[src/rtl/address_sequencer.sv]
// address_sequencer
// Generates a timed sequence of row addresses for the 3-to-8 row decoder.
// The sequence counts up or down with wrap modulo 2^ADDR_W. Each pass covers
// a programmable number of addresses, and each address is held for a
// programmable number of cycles. A scan runs once or loops until stopped.
//
// Ports:
//   clock       system clock, rising edge
//   reset       synchronous, active-high reset
//   start       begin a scan (sampled in IDLE only)
//   stop        abort an active scan (sampled in HOLD only)
//   continuous  1 = loop until stop, 0 = single pass
//   dir_down    1 = decrement address, 0 = increment
//   start_addr  first address of the sequence
//   count       addresses per pass, 0 means 2^ADDR_W
//   dwell       each address is held for dwell+1 cycles
//   address     current row address (registered)
//   addr_valid  address is live (registered)
//   busy        scan in progress (registered)
//   done        one-cycle pulse when a scan ends (registered)
module address_sequencer #(
    parameter int unsigned ADDR_W  = 3,
    parameter int unsigned DWELL_W = 4
) (
    input  logic               clock,
    input  logic               reset,
    input  logic               start,
    input  logic               stop,
    input  logic               continuous,
    input  logic               dir_down,
    input  logic [ADDR_W-1:0]  start_addr,
    input  logic [ADDR_W:0]    count,
    input  logic [DWELL_W-1:0] dwell,
    output logic [ADDR_W-1:0]  address,
    output logic               addr_valid,
    output logic               busy,
    output logic               done
);

    typedef enum logic [1:0] {
        S_IDLE,
        S_HOLD,
        S_DONE
    } state_t;

    state_t state_q, state_d;

    // Shadow copies of the scan configuration, captured at start
    logic [ADDR_W-1:0]  start_addr_q, start_addr_d;
    logic [ADDR_W:0]    count_q, count_d;
    logic [DWELL_W-1:0] dwell_q, dwell_d;
    logic               dir_down_q, dir_down_d;
    logic               continuous_q, continuous_d;

    logic [ADDR_W:0]    remaining_q, remaining_d;
    logic [DWELL_W-1:0] dwell_cnt_q, dwell_cnt_d;

    logic [ADDR_W-1:0]  address_q, address_d;
    logic               addr_valid_q, addr_valid_d;
    logic               busy_q, busy_d;
    logic               done_q, done_d;

    // A count of zero encodes a full pass of 2^ADDR_W addresses
    function automatic logic [ADDR_W:0] eff_count(input logic [ADDR_W:0] c);
        return (c == '0) ? {1'b1, {ADDR_W{1'b0}}} : c;
    endfunction

    always_comb begin
        state_d      = state_q;
        start_addr_d = start_addr_q;
        count_d      = count_q;
        dwell_d      = dwell_q;
        dir_down_d   = dir_down_q;
        continuous_d = continuous_q;
        remaining_d  = remaining_q;
        dwell_cnt_d  = dwell_cnt_q;
        address_d    = address_q;
        addr_valid_d = addr_valid_q;
        busy_d       = busy_q;
        done_d       = 1'b0;

        unique case (state_q)
            S_IDLE: begin
                if (start) begin
                    start_addr_d = start_addr;
                    count_d      = count;
                    dwell_d      = dwell;
                    dir_down_d   = dir_down;
                    continuous_d = continuous;
                    address_d    = start_addr;
                    remaining_d  = eff_count(count);
                    dwell_cnt_d  = dwell;
                    addr_valid_d = 1'b1;
                    busy_d       = 1'b1;
                    state_d      = S_HOLD;
                end
            end

            S_HOLD: begin
                if (stop) begin
                    addr_valid_d = 1'b0;
                    busy_d       = 1'b0;
                    done_d       = 1'b1;
                    state_d      = S_DONE;
                end else if (dwell_cnt_q != '0) begin
                    dwell_cnt_d = dwell_cnt_q - DWELL_W'(1);
                end else if (remaining_q > (ADDR_W + 1)'(1)) begin
                    // Width of address_q makes the +/-1 wrap modulo 2^ADDR_W
                    address_d   = dir_down_q ? (address_q - ADDR_W'(1))
                                             : (address_q + ADDR_W'(1));
                    remaining_d = remaining_q - (ADDR_W + 1)'(1);
                    dwell_cnt_d = dwell_q;
                end else if (continuous_q) begin
                    address_d   = start_addr_q;
                    remaining_d = eff_count(count_q);
                    dwell_cnt_d = dwell_q;
                end else begin
                    addr_valid_d = 1'b0;
                    busy_d       = 1'b0;
                    done_d       = 1'b1;
                    state_d      = S_DONE;
                end
            end

            S_DONE: begin
                state_d = S_IDLE;
            end

            default: begin
                state_d      = S_IDLE;
                addr_valid_d = 1'b0;
                busy_d       = 1'b0;
            end
        endcase
    end

    always_ff @(posedge clock) begin
        if (reset) begin
            state_q      <= S_IDLE;
            start_addr_q <= '0;
            count_q      <= '0;
            dwell_q      <= '0;
            dir_down_q   <= 1'b0;
            continuous_q <= 1'b0;
            remaining_q  <= '0;
            dwell_cnt_q  <= '0;
            address_q    <= '0;
            addr_valid_q <= 1'b0;
            busy_q       <= 1'b0;
            done_q       <= 1'b0;
        end else begin
            state_q      <= state_d;
            start_addr_q <= start_addr_d;
            count_q      <= count_d;
            dwell_q      <= dwell_d;
            dir_down_q   <= dir_down_d;
            continuous_q <= continuous_d;
            remaining_q  <= remaining_d;
            dwell_cnt_q  <= dwell_cnt_d;
            address_q    <= address_d;
            addr_valid_q <= addr_valid_d;
            busy_q       <= busy_d;
            done_q       <= done_d;
        end
    end

    assign address    = address_q;
    assign addr_valid = addr_valid_q;
    assign busy       = busy_q;
    assign done       = done_q;

endmodule

[config.mk]
export PLATFORM = sky130hd
export DESIGN_NAME = address_sequencer
export DESIGN_NICKNAME = d
export VERILOG_FILES = /design/src/rtl/address_sequencer.sv
export SDC_FILE = /design/constraint.sdc
export NUM_CORES = 1
export LEC_CHECK = 0
export BUFFER_PORTS_ARGS = -buffer_cell sky130_fd_sc_hd__buf_4
export CORE_MARGIN = 4
export CORE_UTILIZATION = 50
export DETAILED_ROUTE_END_ITERATION = 10
export GPL_TIMING_DRIVEN = 0
export PLACE_DENSITY = 0.87
export SLEW_MARGIN = 30
export SYNTH_ARGS = -nofsm -noshare
export SYNTH_HDL_FRONTEND = slang
export SYNTH_SLANG_ARGS = --single-unit
[constraint.sdc]
create_clock -name clock -period 1.8 [get_ports clock]
set_input_delay 0.18 -clock clock [delete_from_list [all_inputs] [get_ports clock]]
set_output_delay 0.18 -clock clock [all_outputs]
set_load 0.01 [all_outputs]
==> flow_summary.toml <==
[sta]
finalCritPeriodShare = 1.002
timing.fmax_mhz = 554.6
period_needed_ps = 1803
setup-violations-final = 1
totalNegativeSetupSlack_ps = -3.104
max-slew-margin-rel = 0.6243
worst_pin_slew_ps = 563.6
rsz0062_at_grt = "yes"
layout_setup_ws_ps = -3.104
fin_worst_skew_ps = 4.131
number_of_max_slew_violations_in_the_final_report = 0
finalHoldViolCount = 0

[pwr]
vdd.ir_drop.worst_mv = 1.005
powerDensity_mw_per_mm2 = 1005
p_leak_nw = 0.7471

[clock_tree]
number_of_buffers_between_clock_root_and_the_deepest_sink = 2
numCtsBuffers = 3
clock_sinks = 28
path_clk_slew_ps = 150
cts_tree = "built"
cts.root.buffer_cell = "sky130_fd_sc_hd__clkbuf_4"
worst_skew_pair.late_latency_ps = 340
cts.hold.buffers_added = 0
h-tree-depth = 1

[worst_setup_path]
sum_of_buffers_and_inverters_on_the_critical_path = 2
path_max_fanout = 4
cp_cell_sequence = "inv_2 -> ha_4 -> or3b_1 -> buf_6 -> nand2_2 -> o311a_1 -> nor2_1 -> a311oi_1"
timing_worst_setup_path_type = "reg2reg"
worst_path_max_delay_cell = "sky130_fd_sc_hd__dfxtp_2"
crit_path_max_incr_delay_ps = 360
critPathLaunchType = "register"
cp_arrival_ps = 2070
cpLargestDelayFamily = "simple AND/OR/NAND/NOR gates"
endpoint_kind = "register"
worst-endpoint-required_ps = 2070

[floorplanning]
fp-row-count = 19
floorplan.initialDensity = 0.5268
core_box_area_mm2 = 0.002781
io_pins = 23
die_h_um = 62.13
dieWidth_um = 62.13
dieArea_mm2 = 0.003860

[final_layout]
drive_above_1_share = 0.3288
final_cell_count_no_fill = 250
fillerInstances = 216
antenna_cells_inserted = 0
area_delta_synth_final_pct = 30.15
mostFrequentLayoutCell = "sky130_fd_sc_hd__nand2_1"
layout.cells.most_common_list = "sky130_fd_sc_hd__nand2_1, sky130_fd_sc_hd__buf_4, sky130_fd_sc_hd__a21oi_1"
fin_nets = 241
final_cell_area_mm2 = 0.001907

[place]
numPlacedInstances = 236
place.port_buffers = 21
detailed_place_hpwl_mm = 2.644
place_congestion = 0.8388
placedInstanceArea_mm2 = 0.001680

[route]
wirelength_mm = 3.963
routed_len_inst_um = 15.85
drtAntennaViolNets = 0
vias = 1533
firstDrtPassIters = 4
drc = 0
dr.first_iter.drc_count = 81
post_drt_via_cell_ratio = 6.132

[status]
run_status = "finished, violations left"
failed_checks = "negative setup slack"

[global_routing]
largest_net_degree_at_the_start_of_global_routing = 16
grt_pass1_vias = 1533
initial_antenna_violation_count = 0
grt_usage = 0.2121
grt_pass1_wl_mm = 6.782
grt.overflow.total = 0

[synth]
post_synth_instance_area_mm2 = 0.001465
synth.yosys.warnings = 0
synth.lib_cells_used.distinct = 35
synthCells = 184
syn_area_per_cell_um2 = 7.963
synth-seq-cells = 28
yosysSeqAreaShare = 0.3826
syn_nets = 205

[hold_path]
hp-class = "in2reg"

[flow_run]
maxCapViolations = 0
Yosys cell counts:
library cell	n	area, um2
sky130_fd_sc_hd__o21bai_1	1	7.510
sky130_fd_sc_hd__a32o_1	1	10.01
sky130_fd_sc_hd__a211oi_2	2	25.02
sky130_fd_sc_hd__nor2b_1	3	18.77
sky130_fd_sc_hd__o21ai_0	5	25.02
sky130_fd_sc_hd__a21o_1	1	7.510
sky130_fd_sc_hd__nor3_1	9	45.04
sky130_fd_sc_hd__ha_1	3	37.54
sky130_fd_sc_hd__inv_1	9	33.78
sky130_fd_sc_hd__or3b_1	1	8.760
sky130_fd_sc_hd__a221oi_1	4	35.03
sky130_fd_sc_hd__a21oi_1	30	150.1
sky130_fd_sc_hd__o22ai_1	1	6.260
sky130_fd_sc_hd__dfxtp_1	28	560.5
sky130_fd_sc_hd__o211ai_1	3	22.52
sky130_fd_sc_hd__a311oi_1	1	8.760
sky130_fd_sc_hd__o31ai_1	2	15.01
sky130_fd_sc_hd__buf_4	1	7.510
sky130_fd_sc_hd__buf_2	3	15.01
sky130_fd_sc_hd__o41a_1	1	11.26
sky130_fd_sc_hd__a21o_4	1	15.01
sky130_fd_sc_hd__nor2_1	11	41.29
sky130_fd_sc_hd__fa_1	1	20.02
sky130_fd_sc_hd__or2_2	1	6.260
sky130_fd_sc_hd__o31a_1	1	8.760
sky130_fd_sc_hd__nand3_1	1	5.000
sky130_fd_sc_hd__nand2_1	36	135.1
sky130_fd_sc_hd__o21ai_2	1	8.760
sky130_fd_sc_hd__nand2b_1	4	25.02
sky130_fd_sc_hd__xnor2_1	2	17.52
sky130_fd_sc_hd__o311ai_4	1	26.28
sky130_fd_sc_hd__nor4_4	1	21.27
sky130_fd_sc_hd__a211oi_1	5	37.54
sky130_fd_sc_hd__clkbuf_1	7	26.28
sky130_fd_sc_hd__o311a_1	2	20.02
flip-flops by register name (all words and copies together), names as in the netlist, 2 cells and up:
| name | count |
|---|---|
| count_q | 4 |
| dwell_cnt_q | 4 |
| dwell_q | 4 |
| remaining_q | 4 |
| address | 3 |
| start_addr_q | 3 |
| state_q | 2 |
final timing paths:
| path | start | slack [ps] | cells past startpoint | endpoint |
|---|---|---|---|---|
| hold reg to reg | dwell_q[3]$_SDFFE_PP0P_ | 470 | 2 | dwell_q[3]$_SDFFE_PP0P_ |
| setup / recovery | dwell_cnt_q[0]$_SDFFE_PP0P_ | -3 | 8 | address[2]$_SDFFE_PP0P_ |
| setup reg to reg | dwell_cnt_q[0]$_SDFFE_PP0P_ | -3 | 8 | address[2]$_SDFFE_PP0P_ |
| hold / removal | dir_down | 70 | 3 | dir_down_q$_SDFFE_PP0P_ |
per-layer routing:
layer | track usage | wire length [um] | vias up
li1 | - | - | 728
met1 | 0.2500 | 1651 | 741
met2 | 0.3510 | 1957 | 52
met3 | 0.04685 | 249 | 12
met4 | 0.1192 | 105 | 0
met5 | 0 | 0 | -
worst min-delay path, stage by stage:
cell                      delay, ps
sky130_fd_sc_hd__buf_4          110
sky130_fd_sc_hd__nand2_1         40
sky130_fd_sc_hd__a21oi_1         50
area by class of cell:
| class | count | area, um2 | share of cell area |
|---|---|---|---|
| multi-input combinational | 137 | 939.7 | 0.4928 |
| sequential | 28 | 568.0 | 0.2979 |
| timing repair buffer | 31 | 236.5 | 0.1240 |
| buffer | 10 | 53.80 | 0.02822 |
| tap | 31 | 38.79 | 0.02034 |
| clock buffer | 4 | 36.28 | 0.01903 |
| inverter | 9 | 33.78 | 0.01772 |
cells by family after synthesis:
family,synth area share
DFF,0.3826
xor gates and xnor gates,0.01196
and+or+nand+nor,0.2092
adders and majority gates,0.03929
AOI/OAI and AO/OA,0.3006
buffers and inverters,0.05636
through the flow:
stage | setup WS, ps | total power [mW] | hold slack [ps] | util
after CTS | -16.80 | 1.827 | 68.35 | 0.6617
after global routing | -73.76 | 2.039 | 63.87 | 0.6856
after global placement | -248.6 | 1.377 | 435.0 | 0.6041
final | -3.104 | 1.915 | 65.88 | 0.6856
after detailed placement | -327.8 | 1.403 | 443.4 | 0.6041
after floorplan | -26.25 | 1.226 | 316.0 | -
where the power goes:
group | internal [mW] | total (mW) | leakage, nW | switching [mW]
registers | 0.694 | 0.761 | 0.232 | 0.0668
logic | 0.371 | 0.835 | 0.494 | 0.464
clock network | 0.124 | 0.320 | 0.0210 | 0.196
total | 1.19 | 1.92 | 0.747 | 0.726
repair_timing:
action                                  CTS  global route
endpoints found under the setup margin   13            20
pin swaps                                 8             3
resized for setup                         9            20
cloned                                    1             0
buffers inserted                          9             1
Note: power is estimated with default switching activity, not from simulation.
